[src/rtl/game_pkg.sv]
// Shared types and helpers for the game sequencing logic: loot codes,
// sequencer state encoding and a saturating 16-bit score adder.
package game_pkg;

  localparam int SCORE_W = 16;

  localparam logic [2:0] LOOT_NONE = 3'd0;
  localparam logic [2:0] LOOT_GOLD = 3'd1;
  localparam logic [2:0] LOOT_ROCK = 3'd2;

  typedef enum logic [2:0] {
    IDLE_ST,
    START_ST,
    GEN_ST,
    PLAY_ST,
    CLEAR_ST,
    OVER_ST,
    WON_ST
  } seq_state_t;

  function automatic logic [SCORE_W-1:0] sat_add16(input logic [SCORE_W-1:0] a,
                                                   input logic [SCORE_W-1:0] b);
    logic [SCORE_W:0] sum;
    sum = {1'b0, a} + {1'b0, b};
    return sum[SCORE_W] ? {SCORE_W{1'b1}} : sum[SCORE_W-1:0];
  endfunction

endpackage

[src/rtl/sec_countdown.sv]
// Level timer: divides start_of_frame pulses into seconds and counts time_left
// down to zero. zero_o looks at the post-update value so the caller sees a
// timeout on the same cycle the last second expires.
module sec_countdown #(
  parameter int FRAMES_PER_SEC = 60,
  parameter int LEVEL_TIME_SEC = 60
) (
  input  logic       clk,
  input  logic       resetN,
  input  logic       load_i,
  input  logic       enable_i,
  input  logic       start_of_frame_i,
  output logic [7:0] time_left_o,
  output logic [7:0] time_left_next_o,
  output logic       zero_o
);

  localparam int FRAME_W = $clog2(FRAMES_PER_SEC + 1);
  localparam logic [FRAME_W-1:0] FRAME_LAST = FRAME_W'(FRAMES_PER_SEC - 1);

  logic [FRAME_W-1:0] frame_cnt_q, frame_cnt_d;
  logic [7:0]         time_left_q, time_left_d;

  always_comb begin
    frame_cnt_d = frame_cnt_q;
    time_left_d = time_left_q;
    if (load_i) begin
      frame_cnt_d = '0;
      time_left_d = 8'(LEVEL_TIME_SEC);
    end else if (enable_i && start_of_frame_i) begin
      if (frame_cnt_q == FRAME_LAST) begin
        frame_cnt_d = '0;
        if (time_left_q != 8'd0) time_left_d = time_left_q - 8'd1;
      end else begin
        frame_cnt_d = frame_cnt_q + 1'b1;
      end
    end
  end

  always_ff @(posedge clk) begin
    if (!resetN) begin
      frame_cnt_q <= '0;
      time_left_q <= '0;
    end else begin
      frame_cnt_q <= frame_cnt_d;
      time_left_q <= time_left_d;
    end
  end

  assign time_left_o      = time_left_q;
  assign time_left_next_o = time_left_d;
  assign zero_o           = (time_left_d == 8'd0);

endmodule

[src/rtl/level_sequencer.sv]
// Game-level controller: pulses start_level, waits out map generation, runs the
// level timer and score, and decides clear/timeout/win. LEVEL_SEQ_TIME_BONUS_EN
// adds a leftover-seconds bonus to the score on each level clear.
module level_sequencer
  import game_pkg::*;
#(
  parameter int NUM_LEVELS      = 4,
  parameter int FRAMES_PER_SEC  = 60,
  parameter int LEVEL_TIME_SEC  = 60,
  parameter int GEN_WAIT_CYCLES = 512,
  parameter int WIN_HOLD_FRAMES = 120,
  parameter int GOLD_VALUE      = 10,
  parameter int ROCK_VALUE      = 1,
  parameter int TIME_BONUS      = 5
) (
  input  logic               clk,
  input  logic               resetN,
  input  logic               start_game,
  input  logic               start_of_frame,
  input  logic [2:0]         caught_loot_type,
  input  logic [7:0]         total_amount,
  output logic               start_level,
  output logic [2:0]         level_num,
  output logic [SCORE_W-1:0] score,
  output logic [7:0]         time_left,
  output logic               level_active,
  output logic               game_over,
  output logic               game_won
);

`ifdef LEVEL_SEQ_TIME_BONUS_EN
  localparam int BONUS_PER_SEC = TIME_BONUS;
`else
  localparam int BONUS_PER_SEC = 0;
`endif

  localparam logic [15:0] GEN_LAST  = 16'(GEN_WAIT_CYCLES - 1);
  localparam logic [15:0] HOLD_LAST = 16'(WIN_HOLD_FRAMES - 1);

  seq_state_t         state_q;
  logic               start_level_q, level_active_q, game_over_q, game_won_q;
  logic [2:0]         level_num_q;
  logic [SCORE_W-1:0] score_q;
  logic [7:0]         caught_cnt_q, target_q;
  logic [15:0]        wait_cnt_q;

  logic [SCORE_W-1:0] loot_val, bonus_val, score_play_d, score_clear_d;
  logic [7:0]         caught_cnt_d;
  logic [7:0]         time_left_now, time_left_next;
  logic               time_zero;

  sec_countdown #(
    .FRAMES_PER_SEC(FRAMES_PER_SEC),
    .LEVEL_TIME_SEC(LEVEL_TIME_SEC)
  ) u_timer (
    .clk             (clk),
    .resetN          (resetN),
    .load_i          (state_q == START_ST),
    .enable_i        (state_q == PLAY_ST),
    .start_of_frame_i(start_of_frame),
    .time_left_o     (time_left_now),
    .time_left_next_o(time_left_next),
    .zero_o          (time_zero)
  );

  // Loot bookkeeping for the current PLAY cycle; unknown nonzero codes still count.
  always_comb begin
    loot_val = '0;
    case (caught_loot_type)
      LOOT_GOLD: loot_val = SCORE_W'(GOLD_VALUE);
      LOOT_ROCK: loot_val = SCORE_W'(ROCK_VALUE);
      default:   loot_val = '0;
    endcase
    caught_cnt_d  = caught_cnt_q + ((caught_loot_type != LOOT_NONE) ? 8'd1 : 8'd0);
    score_play_d  = sat_add16(score_q, loot_val);
    bonus_val     = SCORE_W'(time_left_next) * SCORE_W'(BONUS_PER_SEC);
    score_clear_d = sat_add16(score_play_d, bonus_val);
  end

  always_ff @(posedge clk) begin
    if (!resetN) begin
      state_q        <= IDLE_ST;
      start_level_q  <= 1'b0;
      level_num_q    <= 3'd0;
      score_q        <= '0;
      level_active_q <= 1'b0;
      game_over_q    <= 1'b0;
      game_won_q     <= 1'b0;
      caught_cnt_q   <= 8'd0;
      target_q       <= 8'd0;
      wait_cnt_q     <= 16'd0;
    end else begin
      start_level_q <= 1'b0;
      case (state_q)
        IDLE_ST, OVER_ST, WON_ST: begin
          if (start_game) begin
            state_q       <= START_ST;
            start_level_q <= 1'b1;
            level_num_q   <= 3'd1;
            score_q       <= '0;
            game_over_q   <= 1'b0;
            game_won_q    <= 1'b0;
          end
        end
        START_ST: begin
          caught_cnt_q <= 8'd0;
          wait_cnt_q   <= 16'd0;
          state_q      <= GEN_ST;
        end
        GEN_ST: begin
          wait_cnt_q <= wait_cnt_q + 16'd1;
          if (wait_cnt_q == GEN_LAST) begin
            target_q       <= total_amount;
            state_q        <= PLAY_ST;
            level_active_q <= 1'b1;
          end
        end
        PLAY_ST: begin
          caught_cnt_q <= caught_cnt_d;
          score_q      <= score_play_d;
          // Clear takes priority over a timeout landing on the same cycle.
          if (caught_cnt_d == target_q) begin
            state_q        <= CLEAR_ST;
            level_active_q <= 1'b0;
            wait_cnt_q     <= 16'd0;
            score_q        <= score_clear_d;
          end else if (time_zero) begin
            state_q        <= OVER_ST;
            level_active_q <= 1'b0;
            game_over_q    <= 1'b1;
          end
        end
        CLEAR_ST: begin
          if (start_of_frame) begin
            if (wait_cnt_q == HOLD_LAST) begin
              if (level_num_q == 3'(NUM_LEVELS)) begin
                state_q    <= WON_ST;
                game_won_q <= 1'b1;
              end else begin
                state_q       <= START_ST;
                start_level_q <= 1'b1;
                level_num_q   <= level_num_q + 3'd1;
              end
            end else begin
              wait_cnt_q <= wait_cnt_q + 16'd1;
            end
          end
        end
        default: state_q <= IDLE_ST;
      endcase
    end
  end

  assign start_level  = start_level_q;
  assign level_num    = level_num_q;
  assign score        = score_q;
  assign time_left    = time_left_now;
  assign level_active = level_active_q;
  assign game_over    = game_over_q;
  assign game_won     = game_won_q;

endmodule

[config.mk]
export PLATFORM = sky130hd
export DESIGN_NAME = level_sequencer
export DESIGN_NICKNAME = d
export VERILOG_FILES = /design/src/rtl/game_pkg.sv /design/src/rtl/sec_countdown.sv /design/src/rtl/level_sequencer.sv
export SDC_FILE = /design/constraint.sdc
export NUM_CORES = 1
export LEC_CHECK = 0
export BUFFER_PORTS_ARGS = -buffer_cell sky130_fd_sc_hd__buf_2
export CAP_MARGIN = 15
export CORE_ASPECT_RATIO = 2
export CORE_MARGIN = 5
export CORE_UTILIZATION = 57
export CTS_CLUSTER_DIAMETER = 80
export DETAILED_ROUTE_END_ITERATION = 7
export PLACE_DENSITY = 0.88
export SYNTH_ARGS = -nofsm -noshare
export SYNTH_HDL_FRONTEND = slang
export SYNTH_SLANG_ARGS = --single-unit
export TNS_END_PERCENT = 100
[constraint.sdc]
create_clock -name clk -period 3.4 [get_ports clk]
set_clock_uncertainty 0.15 [all_clocks]
set_input_delay 0.17 -clock clk [delete_from_list [all_inputs] [get_ports clk]]
set_output_delay 0.17 -clock clk [all_outputs]
set_load 0.01 [all_outputs]
Yosys cells after proc, flatten, opt, wreduce, memory -nomap -nowiden. Cells that the tools add are included.

Flip-flop bits (word level): 72. Logic and storage cells: 107. Output and inout port bits: 31. Memories: 0. Memory bits (writable): 0. Bits in latches: 0. Memory bits (read-only): 0.

Multiplexer cells: 44. Div/mod/pow operators: 0. Reduce and logical (&&, ||, !) cells: 20. Bitwise operators: 1. $add $sub $neg: 6. $mul: 0. Shifts and indexed selects: 0. Equality and inequality tests: 24. Order comparisons: 0.

Operator list (number): 16-bit two-way mux (5); 16-bit case mux with 4 select lines (1); 8-bit two-way mux (4); 16-bit case mux with 2 select lines (1); 3-bit two-way mux (10); 2-bit inequality test, second input constant (10); 16-bit by 16-bit adder with 17-bit output (1); 16-bit by 1-bit adder with 16-bit output, second input constant (1); 16-bit by 7-bit equality test with 1-bit output, second input constant (1); 16-bit by 9-bit equality test with 1-bit output, second input constant (1); 8-bit case mux with 2 select lines (1); 3-bit case mux with 5 select lines (1); 5-bit AND reduction (3); 1-bit two-way mux (14); 3-bit equality test, second input constant (4); 3-bit by 2-bit equality test with 1-bit output, second input constant (3); 8-bit by 1-bit adder with 8-bit output (1); 8-bit equality test (1); 8-bit zero test (1); 1-bit case mux with 2 select lines (4); 4-bit case mux with 2 select lines (1); 4-bit AND reduction (2); 2-bit nonzero test (4); 8-bit nonzero test (1); 17 further kinds (19).

Logic depth before layout (Yosys ltp). Gate-level depths: netlist of run 1.

Depth after elaboration: 9. Mapped depth: 11.

Cells and area by module. From an unflattened synthesis of run 1, not the netlist that was laid out.

Cells, all modules: 565. Area, all modules: 4441.8 um^2.

Modules (own cells, without submodules): level_sequencer (instances 1, cells an instance 460, seq. area each 1161.1 um^2, area an instance 3552.2 um^2); sec_countdown (instances 1, cells an instance 105, seq. area each 280.3 um^2, area an instance 889.6 um^2).

Worst setup path before layout of run 1. Ideal clock, no wire load.

Path type: input -> register. Start: in caught_loot_type[1]. End: reg wait_cnt_q[15]. Path buffers: 0. Path slack: 469 ps. Arrival: 2708 ps. Cell stages on the path: 10. Setup time: 73 ps. Path through: or3_1 ha_1 ha_1 xnor2_1 o311ai_0 a2111oi_4 o211a_4 o211ai_4 or4_1 a21oi_1.

Word-level cells in the longest chain between the ends: 6.

Ends and longest elaborated chain: start, declared (RTL line level_sequencer.sv:20) `input logic [2:0] caught_loot_type,`; 3-bit nonzero test (RTL line level_sequencer.sv:74) `caught_cnt_d = caught_cnt_q + ((caught_loot_type != LOOT_NONE) ? 8'd1 : 8'd0);`; 1-bit two-way mux (RTL line level_sequencer.sv:74); 8-bit by 1-bit adder with 8-bit output (RTL line level_sequencer.sv:74); 8-bit equality test (RTL line level_sequencer.sv:122) `if (caught_cnt_d == target_q) begin`; 2-bit inequality test (no source line); 4-bit AND reduction (no source line); end signal, assigned (RTL line level_sequencer.sv:111) `wait_cnt_q <= wait_cnt_q + 16'd1;`; end signal, assigned (RTL line level_sequencer.sv:145) `wait_cnt_q <= wait_cnt_q + 16'd1;`; end, declared (RTL line level_sequencer.sv:45) `logic [15:0] wait_cnt_q;`.

Every way passes these cells. A chain may end at the register's enable or synchronous reset.

Worst setup path after layout of run 1.
Start: reg caught_cnt_q[0]. End: reg wait_cnt_q[11].

Word-level cells in the longest chain between the ends: 4.

Ends and longest elaborated chain: start, declared (RTL line level_sequencer.sv:44) `logic [7:0] caught_cnt_q, target_q;`; start signal, assigned (RTL line level_sequencer.sv:119) `caught_cnt_q <= caught_cnt_d;`; 8-bit by 1-bit adder with 8-bit output (RTL line level_sequencer.sv:74); 8-bit equality test (RTL line level_sequencer.sv:122); 2-bit inequality test (no source line); 4-bit AND reduction (no source line).

Every way passes these cells.

==> run_results.csv, run 1 <==
group,metric,value,unit
status,outcome,"finished clean",
worst_setup_path,arrival,3050,ps
routing,ant_nets,0,
logic_synthesis,synth_top_family_by_area,"simple AND/OR/NAND/NOR gates",
clocking,htreeDepth,3,
worst_setup_path,crit_family,"compound AO/OA/AOI/OAI gates",
worst_setup_path,critPathKind,"register to register",
power,power_frac_seq,33.3,%
clocking,postCtsSetupRepairBufs,0,
logic_synthesis,synth_warnings,0,
routing,first_pass_iters,5,
layout,drive_above_1_share,15.04,%
floorplan,dieArea,9320,um^2
sta,slew_violations,0,
power,powerDensity,576.6,nW/um^2
global_route,grt_usage,25.04,%
worst_setup_path,critPathBufInv,0,
logic_synthesis,netlist.area_leader.share,34.19,%
floorplan,design.core.area,7267,um^2
logic_synthesis,synthArstFlopShare,0,%
logic_synthesis,synthMuxAreaShare,2.909,%
sta,rsz0062_at_grt,"false",
clocking,post_cts_resized,0,
routing,via_per_inst,6.377,
logic_synthesis,ys_ff_latch,72,
clocking,ctsRootBufferMaster,"clkbuf_16",
routing,drt_iter0_markers,361,
worst_setup_path,crit_chain,"ha_1 > ha_1 > nand2_1 > a2111oi_0 > a41o_1 > o211a_4 > nor2_1 > o21ai_1 > a21oi_1",
worst_hold_path,hold_path_class,"input port to register",
worst_setup_path,start_kind,"register",
worst_setup_path,crit_top_cell,"ha_1",
placement,hpwlAfterDp,8009,um
logic_synthesis,netlist_area,4215,um^2
placement,gp_congestion,0.9177,
logic_synthesis,ys_seq_area_share,34.19,%
logic_synthesis,yosysTopAreaCell,"dfxtp_1",
floorplan,rows,44,
global_route,grt_pass1_vias,4276,
logic_synthesis,synth-compound-area-share,24.25,%
routing,wire_per_inst,16.98,um
floorplan,die_y,131.6,um
logic_synthesis,synth_xor_area_share,2.701,%
sta,hold_violations,0,
sta,timing.setup.tns,0,ps
logic_synthesis,synth_nets,560,
logic_synthesis,synth.area.top_cells,"dfxtp_1 34%, nor2_1 5.7%, a21oi_1 4.9%",
clocking,cts_tree,"done",
sta,slew-limit-headroom,49.20,%
floorplan,initial_core_util,58.01,%
power,p_switching,971.9,uW
worst_setup_path,critical_path.max_fanout,10,
placement,port_buffers,45,
layout,n_antenna_cell,0,
routing,drc,0,
power,p_int,1876,uW
power,clkPwrFrac,38.3,%
logic_synthesis,synthSimpleGateAreaFrac,27.66,%
global_route,grt_start_max_net_pins,36,
routing,num_vias,4317,
logic_synthesis,postSynthAreaPerCell,7.909,um^2
logic_synthesis,yosysUniqueCellTypes,68,
worst_setup_path,worst_ep_required_time,3430,ps
clocking,clock-sinks,72,
layout,syn2layout_area_growth,17.16,%
job,drv_cap,0,
clocking,numCtsBuffers,9,
power,peakVddDrop,0.4451,mV
logic_synthesis,synth_fa_ha_area_share,3.740,%
routing,wl,11490,um
global_route,grt_overflow,0,
global_route,grt_antenna_before_repair,0,
sta,fmax,331.0,MHz
clocking,path_clk_slew,60,ps
sta,min_period,3021,ps
worst_setup_path,crit_slowest_cell,"o21ai_1",
power,finalPower,2848,uW
floorplan,io_pins,46,
global_route,grt_pass1_wl,19290,um
logic_synthesis,synthCells,533,
sta,setup_viol,0,
worst_setup_path,cp-end-kind,"register",
power,combPwrFrac,28.4,%
floorplan,fp.dieW,70.81,um
clocking,insertion_delay,340,ps
sta,worst_pin_slew,754.0,ps
layout,final_nets,607,
worst_setup_path,max_stage_delay,600,ps
logic_synthesis,synthFlopType,"dfxtp_1",
sta,timing.final.crit_share,88.84,%
power,netSwitchingFraction,34.13,%
power,p_leak,0.001835,uW
clocking,cts_buffer_depth,2,
logic_synthesis,synth-edff-count,0,
cells by family after synthesis:
| logic type | after synthesis |
|---|---|
| AO/OA/AOI/OAI | 149 |
| XOR/XNOR | 13 |
| adder cells (fa/ha/maj) | 12 |
| buffers and inverters | 46 |
| flip-flops | 72 |
| multiplexers | 12 |
| AND/OR/NAND/NOR | 229 |
routing by layer:
layer | wire, um | global-route usage [%]
met1 | 4115 | 25.53
met2 | 6260 | 45.04
met3 | 551 | 5.352
met4 | 566 | 15.17
met5 | 0 | 0
layout make-up:
| class | count | area (um^2) |
|---|---|---|
| Inverter | 18 | 67.56 |
| Timing Repair Buffer | 64 | 387.9 |
| Fill cell | 600 | 2328 |
| Clock buffer | 9 | 225.2 |
| Tap cell | 92 | 115.1 |
| Clock inverter | 7 | 118.9 |
| Multi-Input combinational cell | 415 | 2582 |
| Sequential cell | 72 | 1441 |
final timing paths:
path	from	endpoint	slack, ps	cells after the start
min	resetN	wait_cnt_q[4]$_SDFFE_PN0P_	130	2
max reg2reg	caught_cnt_q[0]$_SDFFE_PN0P_	wait_cnt_q[11]$_SDFFE_PN0P_	380	9
min reg2reg	caught_cnt_q[0]$_SDFFE_PN0P_	caught_cnt_q[0]$_SDFFE_PN0P_	320	2
max	caught_cnt_q[0]$_SDFFE_PN0P_	wait_cnt_q[11]$_SDFFE_PN0P_	380	9
sequential cells by signal, summed over array words and instances (netlist names):
name                 cells
caught_cnt_q             8
u_timer.frame_cnt_q      6
wait_cnt_q              16
state_q                  3
start_level              1
level_num                3
score                   16
game_over                1
level_active             1
game_won                 1
target_q                 8
u_timer.time_left_o      8
layout by cell type (no fill, tap or decap), types with 3 or more instances in the layout:
| cell type | Yosys | final |
|---|---|---|
| nor2_1 | 64 | 64 |
| nor2b_1 | 4 | 4 |
| buf_4 | 2 | 11 |
| o21ai_0 | 39 | 39 |
| ha_1 | 11 | 11 |
| o311ai_0 | 4 | 4 |
| xor2_1 | 3 | 3 |
| o22ai_1 | 4 | 4 |
| a41o_1 | 3 | 3 |
| mux2i_1 | 10 | 10 |
| nand2_1 | 40 | 40 |
| nor3_1 | 20 | 20 |
| nand2b_1 | 10 | 10 |
| and2_1 | 10 | 10 |
| buf_2 | 3 | 45 |
| clkbuf_16 | 0 | 9 |
| or3_1 | 14 | 14 |
| and3_1 | 9 | 9 |
| o21a_1 | 6 | 6 |
| nor3b_1 | 3 | 3 |
| xnor2_1 | 10 | 10 |
| nand3_1 | 21 | 21 |
| nand4_1 | 10 | 10 |
| inv_1 | 17 | 17 |
| o221a_2 | 3 | 3 |
| or4_1 | 3 | 3 |
| a22oi_1 | 3 | 3 |
| dfxtp_1 | 72 | 72 |
| a31oi_1 | 5 | 5 |
| a211oi_1 | 4 | 4 |
| a21oi_1 | 41 | 41 |
| nor4_1 | 9 | 9 |
| o31ai_1 | 7 | 7 |
| bufinv_16 | 0 | 3 |
| dlygate4sd3_1 | 0 | 8 |
worst register-to-register path, stage by stage, from the launching register on:
cell       delay [ps]
dfxtp_1           340
ha_1              250
ha_1              310
nand2_1           150
a2111oi_0         470
a41o_1            170
o211a_4           240
nor2_1            100
o21ai_1           600
a21oi_1            90
per-stage QoR:
| step | util (%) | cell area (um^2) | hold slack (ps) | setup WS, ps | std cells |
|---|---|---|---|---|---|
| 4_1_cts | 67.96 | 4938 | 105.3 | 434.3 | 677 |
| 3_5_place_dp | 62.12 | 4514 | 262.6 | 108.2 | 653 |
| 6_report | 67.96 | 4938 | 126.6 | 379.3 | 677 |
| 3_3_place_gp | 62.12 | 4514 | 255.1 | 232.3 | 653 |
| 5_1_grt | 67.96 | 4938 | 127.3 | 148.0 | 677 |
| 2_1_floorplan | - | 4215 | 158.6 | 468.6 | 533 |
Yosys cell counts (all sizes together), types with 4 or more instances:
master,count
o22ai,4
buf,8
nand2,40
a31oi,5
a211oi,4
a21oi,41
o311ai,4
nand4,10
nand2b,10
dfxtp,72
and2,10
and3,9
o21ai,41
o31ai,7
o211ai,4
xnor2,10
clkbuf,20
ha,11
mux2i,10
inv,17
or3,15
nor2,64
nor3,20
nor2b,4
nand3,22
o21a,6
nor4,9
power by group through the flow:
stage | logic (uW) | clock network (uW) | registers [uW]
2_1_floorplan | 562 | 0 | 954
3_3_place_gp | 752 | 0 | 962
3_5_place_dp | 771 | 0 | 964
4_1_cts | 790 | 1110 | 947
5_1_grt | 885 | 1140 | 958
6_report | 808 | 1090 | 950
what timing repair did:
action / in CTS / in global routing
hold buffers: 8 / 0
endpoints found under the setup margin: 0 / 0
endpoints found under the hold margin: 8 / 0
No activity file was read; power rests on OpenSTA's default activity.
==> inputs of run 2 (changes only) <==
Settings changed: SETUP_SLACK_MARGIN from default to 0.3.
Clock period 3.4 ns to 3.6 ns, I/O delays scaled along.
==> run 2 against run 1 <==
  * Core utilization is 0.60 points lower
  * Register-to-register slack improved by 270 ps
  * Non-clock buffer count up 1
  * Cell count did not move
  * Wire length is 2.3% lower
==> run_results.csv, run 2 (synthesis gave the netlist of run 1 again) <==
group,metric,value,unit
power,netSwitchingFraction,34.95,%
clocking,insertion_delay,330,ps
worst_setup_path,critPathBufInv,2,
layout,layout_commonest_cell,"dfxtp_1",
worst_setup_path,worst_ep_required_time,3690,ps
sta,setup_viol,0,
clocking,holdBufCountCts,8,
sta,hold_violations,0,
floorplan,initial_core_util,58.01,%
worst_hold_path,hold_depth,2,
placement,port_buffers,45,
worst_setup_path,arrival,3030,ps
power,p_int,1634,uW
layout,drive_above_1_share,15.04,%
worst_setup_path,crit_slowest_cell,"a311o_1",
worst_setup_path,critical_path.max_fanout,5,
floorplan,io_pins,46,
placement,post-place-ws,325.4,ps
floorplan,fp.dieW,70.81,um
sta,rsz0062_at_grt,"false",
routing,first_pass_iters,4,
layout,n_antenna_cell,0,
sta,fin_ws,652.4,ps
routing,via_per_inst,6.380,
worst_hold_path,hold_path_class,"input port to register",
worst_setup_path,start_kind,"register",
clocking,cts_tree,"done",
worst_setup_path,critPathKind,"register to register",
sta,worst_pin_slew,734.5,ps
power,clkPwrFrac,34.3,%
global_route,grt_pass1_wl,18680,um
worst_setup_path,r2r_end,"state_q[2]$_SDFFE_PN0P_",
sta,fmax,339.3,MHz
global_route,grt_start_max_net_pins,36,
job,drv_cap,0,
clocking,path_clk_slew,60,ps
routing,ant_nets,0,
power,power_frac_seq,35.7,%
layout,final_nets,608,
global_route,grt_pass1_vias,4194,
worst_setup_path,worstRegToRegCells,9,
layout,final_cell_mix,"72 x dfxtp_1, 64 x nor2_1, 45 x buf_2",
power,combPwrFrac,30.0,%
status,outcome,"finished clean",
power,p_leak,0.001822,uW
worst_setup_path,r2r_start,"u_timer.time_left_o[1]$_SDFF_PN0_",
clocking,htreeDepth,3,
clocking,postCtsSetupRepairBufs,0,
placement,gp_congestion,0.9008,
routing,drt_iter0_markers,273,
layout,final_util,67.36,%
clocking,clock-sinks,72,
routing,num_vias,4319,
sta,timing.final.crit_share,81.88,%
floorplan,design.core.area,7267,um^2
clocking,cts_buffer_depth,2,
sta,whs,111.6,ps
sta,slew-limit-headroom,50.51,%
floorplan,rows,44,
global_route,grt_antenna_before_repair,0,
routing,wl,11230,um
clocking,ctsRootBufferMaster,"clkbuf_16",
sta,slew_violations,0,
routing,drc,0,
worst_setup_path,r2r_slack,650,ps
floorplan,die_y,131.6,um
power,powerDensity,513.1,nW/um^2
worst_setup_path,crit_chain,"inv_1 > ha_1 > nor3b_1 > a2111oi_2 > buf_4 > a311o_1 > nor4_1 > nand4_1 > a221oi_1",
worst_hold_path,hp-start,"resetN",
worst_hold_path,whs_endpoint,"wait_cnt_q[4]$_SDFFE_PN0P_",
power,p_switching,877.7,uW
global_route,grt_usage,24.30,%
clocking,post_cts_resized,0,
layout,fillers,613,
global_route,grt_overflow,0,
sta,min_period,2948,ps
routing,wire_per_inst,16.58,um
worst_setup_path,crit_family,"compound AO/OA/AOI/OAI gates",
worst_setup_path,cp-end-kind,"register",
floorplan,dieArea,9320,um^2
sta,timing.setup.tns,0,ps
power,finalPower,2512,uW
worst_setup_path,max_stage_delay,370,ps
layout,syn2layout_area_growth,16.12,%
power,peakVddDrop,0.4244,mV
placement,hpwlAfterDp,7986,um
clocking,numCtsBuffers,9,
-- run 2: cell types whose count changed in the layout (fill, tap and decap cells not counted), sizes merged --
cell      change
clkinvlp      -1
inv           -1
buf           +1
bufinv        -3
clkbuf        +4
-- run 2: worst max path at each step --
stage                                 startpoint                           to  slack (ps)  depth (start not counted)
6_report       u_timer.time_left_o[1]$_SDFF_PN0_      state_q[2]$_SDFFE_PN0P_         650                          9
2_1_floorplan                caught_loot_type[1]  wait_cnt_q[15]$_SDFFE_PN0P_         660                         10
3_5_place_dp                 caught_loot_type[1]  wait_cnt_q[15]$_SDFFE_PN0P_         330                         11
5_1_grt        u_timer.time_left_o[1]$_SDFF_PN0_      state_q[2]$_SDFFE_PN0P_         480                          9
4_1_cts                      caught_loot_type[1]  wait_cnt_q[15]$_SDFFE_PN0P_         650                         11
3_3_place_gp                 caught_loot_type[1]   wait_cnt_q[8]$_SDFFE_PN0P_         440                         12
-- run 2: power by group through the flow --
| stage | Clock, uW | Combinational, uW | Sequential [uW] |
|---|---|---|---|
| after global placement | 0 | 711 | 909 |
| after floorplan | 0 | 531 | 901 |
| final | 861 | 753 | 898 |
| after CTS | 868 | 740 | 896 |
| after global routing | 910 | 821 | 905 |
| after detailed placement | 0 | 732 | 912 |
-- run 2: final cells by class --
cell class / instances / area (um^2) / area share, %
multi-input cells: 415 / 2582 / 52.76
inverters: 18 / 67.56 / 1.380
repair buffers: 65 / 395.4 / 8.078
well taps: 92 / 115.1 / 2.352
clock inverters: 2 / 12.51 / 0.2556
flip-flops and latches: 72 / 1441 / 29.45
clock buffers: 13 / 280.3 / 5.726
-- run 2: worst register-to-register path: cells and delay by family, from the launching register on --
kind	cells	cell delay, ps
AOI/OAI and AO/OA	3	930
and+or+nand+nor	3	910
DFF	1	340
buffers and inverters	2	330
adders and majority gates	1	200
-- run 2: per-layer routing --
layer | global-route usage (%) | vias up | wire length, um
met4 | 16.00 | 0 | 597
met3 | 4.817 | 55 | 533
li1 | - | 2050 | -
met2 | 43.28 | 182 | 6094
met1 | 24.82 | 2032 | 4003
met5 | 0 | - | 0
-- run 2: through the flow --
step           cells  cell area [um^2]
6_report         677              4895
5_1_grt          677              4895
4_1_cts          677              4895
3_5_place_dp     654              4522
3_3_place_gp     654              4522
2_1_floorplan    533              4215
==> inputs of run 3 (changes only) <==
Settings changed: CORE_UTILIZATION 57 to 53, PLACE_DENSITY 0.88 to 0.86.
Clock period 3.6 ns to 2.6 ns, I/O delays scaled along.
==> run 3 against run 2 <==
  * The flow now finishes with violations (negative setup slack)
  * Power is 48% higher
  * Critical path depth is 1 higher
  * Sequential share of layout area is 3.4 points lower
  * Via count is 5.4% higher
  * Core utilization is 3.7 points higher
  * Count of clock-buffer cells in the layout is 3 lower
  * Register-to-register slack worse by 790 ps
  * Sequential cell count stayed put
  * Die area is 6.7% higher
  * Non-clock buffer count is 47 higher
  * Wire length is 12% higher
  * Cell count is 7.8% higher
==> run_results.csv, run 3 (synthesis gave the netlist of run 1 again) <==
group,metric,value,unit
status,outcome,"finished, violations left",
status,violations,"negative setup slack",
layout,fillers,571,
worst_setup_path,cp-end-kind,"register",
sta,hold_violations,0,
sta,worst_pin_slew,598.3,ps
worst_setup_path,max_stage_delay,400,ps
worst_setup_path,r2r_start,"caught_cnt_q[0]$_SDFFE_PN0P_",
routing,wl,12540,um
layout,layout_commonest_cell,"dfxtp_1",
global_route,grt_pass1_wl,19040,um
floorplan,die_y,136.1,um
clocking,ctsRootBufferMaster,"clkbuf_16",
worst_setup_path,start_kind,"register",
floorplan,fp.dieW,73.06,um
routing,drt_iter0_markers,472,
clocking,cts_buffer_depth,2,
sta,timing.final.crit_share,105.4,%
routing,drc,0,
clocking,cts_tree,"done",
clocking,path_clk_slew,60,ps
worst_hold_path,hold_path_class,"input port to register",
clocking,insertion_delay,340,ps
routing,via_per_inst,6.238,
worst_setup_path,crit_top_cell,"buf_6",
routing,num_vias,4554,
global_route,grt_overflow,0,
floorplan,initial_core_util,53.85,%
routing,first_pass_iters,5,
floorplan,io_pins,46,
job,drv_cap,0,
global_route,grt_pass1_vias,4185,
floorplan,rows,46,
power,finalPower,3729,uW
worst_setup_path,arrival,2810,ps
sta,setup_viol,9,
sta,fmax,365.0,MHz
worst_setup_path,crit_slowest_cell,"or3_4",
worst_setup_path,worstRegToRegCells,10,
routing,ant_nets,0,
placement,hpwlAfterDp,7793,um
power,powerDensity,670.6,nW/um^2
worst_setup_path,critPathKind,"register to register",
placement,port_buffers,45,
layout,n_antenna_cell,0,
layout,final_nets,656,
worst_setup_path,cp-endpoint,"wait_cnt_q[11]$_SDFFE_PN0P_",
sta,rsz0062_at_grt,"true",
clocking,htreeDepth,3,
power,p_leak,0.002082,uW
sta,fin_ws,-139.6,ps
layout,syn2layout_area_growth,31.94,%
clocking,numCtsBuffers,9,
global_route,grt_start_max_net_pins,35,
sta,min_period,2740,ps
layout,fin_area,5562,um^2
global_route,grt_antenna_before_repair,0,
worst_setup_path,crit_path_start,"caught_cnt_q[0]$_SDFFE_PN0P_",
worst_setup_path,r2r_slack,-140,ps
worst_setup_path,critical_path.max_fanout,6,
worst_setup_path,crit_chain,"ha_4 > buf_6 > nand3_4 > or3_4 > a2111oi_4 > o211a_4 > o211ai_4 > buf_6 > o31ai_1 > a21oi_2",
global_route,grt_usage,23.78,%
power,peakVddDrop,0.5762,mV
layout,final_cell_mix,"67 x dfxtp_1, 62 x nor2_1, 53 x buf_4",
worst_setup_path,r2r_end,"wait_cnt_q[11]$_SDFFE_PN0P_",
layout,drive_above_1_share,29.65,%
floorplan,dieArea,9945,um^2
floorplan,design.core.area,7828,um^2
placement,placed_cell_area,4877,um^2
clocking,clock-sinks,72,
sta,slew-limit-headroom,59.84,%
routing,wire_per_inst,17.18,um
worst_setup_path,worst_ep_required_time,2670,ps
sta,slew_violations,0,
placement,gp_congestion,0.9064,
sta,whs,103.3,ps
[run 3: where the power goes]
group	switching (uW)	total [uW]	internal (uW)
clock network	480	1140	664
logic	831	1360	532
registers	59.4	1220	1160
[run 3: routing by layer]
| metal | up-vias | share of wire (%) | track usage (%) |
|---|---|---|---|
| li1 | 2155 | - | - |
| met1 | 2121 | 39 | 28.98 |
| met2 | 234 | 51 | 39.78 |
| met3 | 44 | 7.1 | 4.885 |
| met4 | 0 | 3.1 | 9.856 |
| met5 | - | 0 | 0 |
[run 3: area by class of cell]
| cell class | instances | area, um^2 | area share (%) |
|---|---|---|---|
| Timing Repair Buffer | 112 | 770.7 | 13.86 |
| Clock inverter | 6 | 35.03 | 0.6299 |
| Tap cell | 96 | 120.1 | 2.160 |
| Inverter | 18 | 70.07 | 1.260 |
| Sequential cell | 72 | 1448 | 26.03 |
| Multi-Input combinational cell | 416 | 2879 | 51.77 |
| Clock buffer | 10 | 239.0 | 4.297 |
[run 3: what timing repair did]
action,CTS,global route
endpoints found under the hold margin,8,0
cloned,1,0
pin swaps,19,18
hold buffers,8,0
resized for setup,20,38
setup buffers,7,4
endpoints found under the setup margin,27,40
[run 3: how the worst min path moves through the flow]
stage               startpoint                    endpoint  slack, ps  cells past startpoint
6_report                resetN  wait_cnt_q[5]$_SDFFE_PN0P_        100                      2
5_1_grt                 resetN  wait_cnt_q[5]$_SDFFE_PN0P_        110                      2
4_1_cts                 resetN  wait_cnt_q[5]$_SDFFE_PN0P_         80                      2
3_5_place_dp   total_amount[2]    target_q[2]$_SDFFE_PN0P_        220                      3
3_3_place_gp   total_amount[0]    target_q[0]$_SDFFE_PN0P_        220                      3
2_1_floorplan  total_amount[6]    target_q[6]$_SDFFE_PN0P_        120                      2
[run 3: stage by stage]
stage / util, % / setup WS [ps] / instances / TNS (ps)
2_1_floorplan: - / -99.94 / 533 / -138.7
3_3_place_gp: 62.31 / -282.3 / 694 / -3340
3_5_place_dp: 62.31 / -315.2 / 694 / -4277
4_1_cts: 68.57 / -58.20 / 726 / -228.4
5_1_grt: 71.05 / -227.5 / 730 / -1847
6_report: 71.05 / -139.6 / 730 / -484.5
[run 3: critical path, delay by kind of cell (launching register included)]
family	cells	cell delay [ps]
buffers and inverters	2	260
adders and majority gates	1	140
DFF	1	340
AOI/OAI and AO/OA	5	1220
and+or+nand+nor	2	480
